$ cat config.mk
export PLATFORM = sky130hd
export DESIGN_NAME = inst_mem_pipe
export DESIGN_NICKNAME = d
export VERILOG_FILES = /design/src/rtl/inst_mem_pipe.sv
export SDC_FILE = /design/constraint.sdc
export NUM_CORES = 2
export LEC_CHECK = 0
export CORE_AREA = 2 2 372 374
export CTS_BUF_LIST = sky130_fd_sc_hd__clkbuf_8
export DETAILED_ROUTE_END_ITERATION = 16
export DIE_AREA = 0 0 374 376
export DONT_BUFFER_PORTS = 1
export PLACE_DENSITY_LB_ADDON = 0.08
export SYNTH_ARGS = -nofsm -noshare
export SYNTH_HDL_FRONTEND = slang
export SYNTH_SLANG_ARGS = --single-unit
$ cat constraint.sdc
create_clock -name clk -period 5.7 [get_ports clk]
set_clock_uncertainty 0.15 [all_clocks]
set_input_delay 1.425 -clock clk [delete_from_list [all_inputs] [get_ports clk]]
set_output_delay 1.425 -clock clk [all_outputs]
set_load 0.005 [all_outputs]
$ cat src/rtl/inst_mem_pipe.sv
// Byte-addressed instruction memory with a registered, one-deep fetch response,
// branch flush and a sequential byte-load port.
//
// state   | meaning
// --------+-------------------------------------------------------------
// ST_RUN  | fetches accepted; prog_we ignored
// ST_LOAD | fetch blocked, bytes written at prog_count, response dropped
module inst_mem_pipe #(
  parameter int ADDR_W = 8,
  parameter int INSN_W = 16
) (
  input  logic              clk,
  input  logic              rst,
  input  logic              fetch_valid,
  input  logic [ADDR_W-1:0] fetch_addr,
  output logic              fetch_ready,
  input  logic              flush,
  output logic              resp_valid,
  output logic [INSN_W-1:0] resp_insn,
  output logic              resp_misalign,
  input  logic              resp_ready,
  input  logic              prog_start,
  input  logic              prog_we,
  input  logic [7:0]        prog_data,
  input  logic              prog_done,
  output logic              prog_busy,
  output logic [ADDR_W-1:0] prog_count
);

  localparam int NB    = INSN_W / 8;
  localparam int DEPTH = 1 << ADDR_W;
  // Low address bits that select a byte inside one instruction.
  localparam logic [ADDR_W-1:0] LOW_MASK = ADDR_W'(NB - 1);

  typedef enum logic {ST_RUN, ST_LOAD} state_t;

  state_t            state, state_nxt;
  logic [7:0]        mem [DEPTH];
  logic [ADDR_W-1:0] cnt_nxt;
  logic [ADDR_W-1:0] wr_addr;
  logic [ADDR_W-1:0] base;
  logic [INSN_W-1:0] rd_insn;
  logic              accept;
  logic              wr_en;
  logic              last_byte;

  assign prog_busy   = (state == ST_LOAD);
  assign fetch_ready = (state == ST_RUN) && (!resp_valid || resp_ready);
  assign accept      = fetch_valid && fetch_ready;
  // A start pulse opens the load window immediately, so a write in that
  // same cycle lands at address 0.
  assign wr_en       = prog_we && (prog_start || state == ST_LOAD);
  assign wr_addr     = prog_start ? '0 : prog_count;
  assign last_byte   = (state == ST_LOAD) && !prog_start && prog_we && (prog_count == '1);
  assign base        = fetch_addr & ~LOW_MASK;

  // Assemble the little-endian instruction from the aligned base.
  always_comb begin
    rd_insn = '0;
    for (int i = 0; i < NB; i++) begin
      rd_insn[8*i +: 8] = mem[base + ADDR_W'(i)];
    end
  end

  // Next-state and load-counter logic; start has priority over done.
  always_comb begin
    state_nxt = state;
    cnt_nxt   = prog_count;
    if (prog_start) begin
      state_nxt = ST_LOAD;
      cnt_nxt   = prog_we ? ADDR_W'(1) : '0;
    end else if (state == ST_LOAD) begin
      if (prog_we) cnt_nxt = prog_count + ADDR_W'(1);
      if (prog_done || last_byte) state_nxt = ST_RUN;
    end
  end

  // State and load-counter registers.
  always_ff @(posedge clk or negedge rst) begin
    if (!rst) begin
      state      <= ST_RUN;
      prog_count <= '0;
    end else begin
      state      <= state_nxt;
      prog_count <= cnt_nxt;
    end
  end

  // One-deep response register; a new accept overrides a flush.
  always_ff @(posedge clk or negedge rst) begin
    if (!rst) begin
      resp_valid    <= 1'b0;
      resp_insn     <= '0;
      resp_misalign <= 1'b0;
    end else if (state == ST_LOAD || prog_start) begin
      resp_valid <= 1'b0;
    end else if (accept) begin
      resp_valid    <= 1'b1;
      resp_insn     <= rd_insn;
      resp_misalign <= |(fetch_addr & LOW_MASK);
    end else if (flush || resp_ready) begin
      resp_valid <= 1'b0;
    end
  end

  // Byte array write port; contents survive reset.
  always_ff @(posedge clk) begin
    if (wr_en) mem[wr_addr] <= prog_data;
  end

endmodule

==> metrics.csv <==
stage;metric;value;unit
run_status;status;complete, but fails checks;
run_status;violations;max-slew violations;
synth;ys_ff_latch;2075;
floorplanning;die_h;376;µm
place;globalplace.congestion;0.8937;
cts;numClockSinks;2075;
pwr;p_leak;28.64;nW
pwr;seqPwrFrac;0.579;
pwr;p_sw_frac;0.2134;
setup_path;worstPathArrival;6.02;ns
synth;syn_inst;4183;
synth;seq_area_frac_synth;0.7632;
setup_path;reg2reg_setup_slack;1.97;ns
setup_path;crit_start;fetch_addr[2];
global_routing;grt_pass1_wl;295000;µm
synth;synth_edf_count;2048;
pwr;switching_power;6.244;mW
cts;cts-root-buf;clkbuf_8;
place;hpwl;117400;µm
pwr;p_int;23.01;mW
route;viasPerCell;6.584;
setup_path;cp_num_buf_inv;1;
setup_path;crit_path_end_kind;register;
global_routing;track_usage;0.2958;
cts;cts_setup_buffers;0;
floorplanning;start_util;0.5962;
timing;period_share;0.9277;
timing;finalMaxSlewViolations;528;
synth;yosysWarnings;0;
route;drt_wl_total;206700;µm
synth;synth.area.top_cells;edfxtp_1 75%, mux4_2 8.8%, mux2i_1 5.4%, nor2_1 1.6%, dfrtp_1 0.83%;
setup_path;r2r_start;prog_count[2]$_DFFE_PN0P_;
timing;rsz0062_at_grt;false;
cts;cts_buffers;341;
timing;finalHoldViolCount;0;
setup_path;required;6.44;ns
synth;yosysTopAreaCell;edfxtp_1;
cts;htree_levels;5;
place;pre_cts_ws;1.008;ns
final_layout;n_fill_cell;9419;
route;drcViolationCount;0;
cts;cts_tree;yes;
job;maxCapViolCount;0;
route;first_pass_iters;6;
setup_path;slowest_stage;or2_2;
final_layout;fin_nets;4359;
place;portBuffers;0;
cts;cts_buffer_depth;4;
floorplanning;core-area;0.1366;mm²
floorplanning;io_pins;52;
final_layout;design_area;0.08839;mm²
route;drtIter0Drc;5231;
final_layout;drive_gt1_frac;0.1793;
setup_path;max_stage_delay;1.30;ns
cts;clk_latency;0.99;ns
synth;synth.avg_cell_area;19.48;µm²
synth;syn-cell-area;0.08147;mm²
global_routing;grt_pass1_vias;41400;
final_layout;utilization;0.6469;
pwr;vdd_ir_drop_max;262.6;µV
timing;layout_min_cycle_time;5.288;ns
timing;fin_setup_tns;0;ns
route;final_antenna_net_count;0;
timing;max_freq;0.1891;GHz
setup_path;start_kind;primary input;
place;place_inst;5784;
place;placed_area;0.08262;mm²
global_routing;grt_overflow;0;
cts;post_cts_resized;0;
pwr;power.density_cell_area;331.0;mW/mm²
synth;synth_top_area_share;0.7549;
synth;synth.distinct_cells;61;
synth;async_flop_share;0.01301;
route;post_drt_wl_per_cell;32.51;µm
timing;max-slew-margin-rel;-0.6536;
timing;whs;0.1180;ns
route;via_count;41870;
final_layout;final_cells;6359;
timing;fin_ws;0.4122;ns
synth;synthFlopType;edfxtp_1;
global_routing;grt_max_degree;505;
final_layout;synthToLayoutAreaGrowth;8.504;%
pwr;total_power;29.26;mW
floorplanning;die_w;374;µm
timing;setup-violations-final;0;
setup_path;path_class;in2reg;
final_layout;multiInputGateArea;0.01766;mm²
setup_path;crit_chain;or2_2 -> buf_4 -> o22ai_1 -> nor3_1 -> a2111oi_0 -> o21ai_0 -> o311ai_2;
final_layout;seq_area;0.06217;mm²
timing;tightest_slew;2.480;ns
floorplanning;die-area;0.1406;mm²
setup_path;cp_max_fo;504;
synth;syn-num-nets;4208;
pwr;power_frac_clock;0.386;
floorplanning;row_count;136;
cts;path_clk_slew;0.06;ns
setup_path;critPathTopFamily;compound AO/OA/AOI/OAI gates;
worst_hold_path;min_path_type;in2async;
pwr;p_comb_frac;0.034;
global_routing;antenna_found_initial;5;
cts;hold_buffers;1;
-- cell families (layout without fill, tap and decap cells) --
kind of cell	Yosys count	in the layout	synth area share
AOI/OAI and AO/OA	450	450	0.03912
buffers and inverters	268	648	0.02058
adders and majority gates	1	1	0.0001536
xor gates and xnor gates	6	6	0.0006451
and+or+nand+nor	604	604	0.03147
DFF	2075	2075	0.7632
muxes	779	779	0.1448
other	0	2	0
-- Yosys cell counts, drive strengths merged (16+ instances only) --
cell type	instances
a21oi	54
buf	150
nand2	113
edfxtp	2048
o22ai	88
mux4	318
nand3	36
and2	16
mux2i	443
o31ai	16
a211oi	19
nor2b	17
a221oi	20
a31oi	21
nor3	26
dfrtp	27
o41ai	22
clkbuf	111
mux2	18
nor2	345
o21ai	44
o221ai	29
a22oi	76
-- cells in the final DEF (no fill, tap or decap), types with 20 or more instances in the layout --
| cell | count |
|---|---|
| a21oi_1 | 53 |
| a22oi_1 | 73 |
| a31oi_1 | 21 |
| buf_4 | 68 |
| clkbuf_8 | 353 |
| clkinv_1 | 87 |
| clkinv_2 | 20 |
| dfrtp_1 | 27 |
| edfxtp_1 | 2048 |
| inv_1 | 112 |
| mux2i_1 | 443 |
| mux4_2 | 318 |
| nand2_1 | 111 |
| nand3_1 | 34 |
| nor2_1 | 343 |
| nor3_1 | 26 |
| o21ai_0 | 40 |
| o221ai_1 | 29 |
| o22ai_1 | 88 |
| o41ai_1 | 21 |
-- cell type report --
class | instances | share of cell area
multi-input cells | 1840 | 0.1998
well taps | 1794 | 0.02539
diodes | 2 | 0.00005662
clock buffers | 353 | 0.05496
repair buffers | 69 | 0.006002
clock inverters | 219 | 0.01005
flip-flops and latches | 2075 | 0.7034
inverters | 7 | 0.0003256
-- routing by layer --
metal / part of all wire / GRT usage / up-vias
li1: - / - / 17410
met1: 0.40 / 0.4240 / 21970
met2: 0.46 / 0.4481 / 2093
met3: 0.10 / 0.07982 / 390
met4: 0.031 / 0.09671 / 4
met5: 0.00013 / 0 / -
-- sequential cells by signal, indices dropped and copies added, names as in the netlist --
signal / flops
resp_valid: 1
resp_misalign: 1
resp_insn: 16
mem: 2048
prog_busy: 1
prog_count: 8
-- power by group through the flow --
| stage | clock network (mW) | registers (mW) | logic (mW) |
|---|---|---|---|
| 5_1_grt | 12.1 | 16.9 | 1.01 |
| 4_1_cts | 11.5 | 16.9 | 0.957 |
| 6_report | 11.3 | 16.9 | 1.01 |
| 3_5_place_dp | 0 | 17.2 | 0.946 |
| 2_1_floorplan | 0 | 17.1 | 0.854 |
| 3_3_place_gp | 0 | 17.2 | 0.943 |
-- path summary, 6_finish.rpt --
check	to	cells past startpoint
worst max-delay path	resp_insn[6]$_DFFE_PN0P_	7
worst min-delay path	resp_insn[15]$_DFFE_PN0P_	1
worst max register to register	mem[100][3]$_DFFE_PP_	5
worst min register to register	resp_misalign$_DFFE_PN0P_	1
max in group asynchronous	resp_misalign$_DFFE_PN0P_	1
min in group clk	prog_count[1]$_DFFE_PN0P_	1
Note: power is estimated with default switching activity, not from simulation.
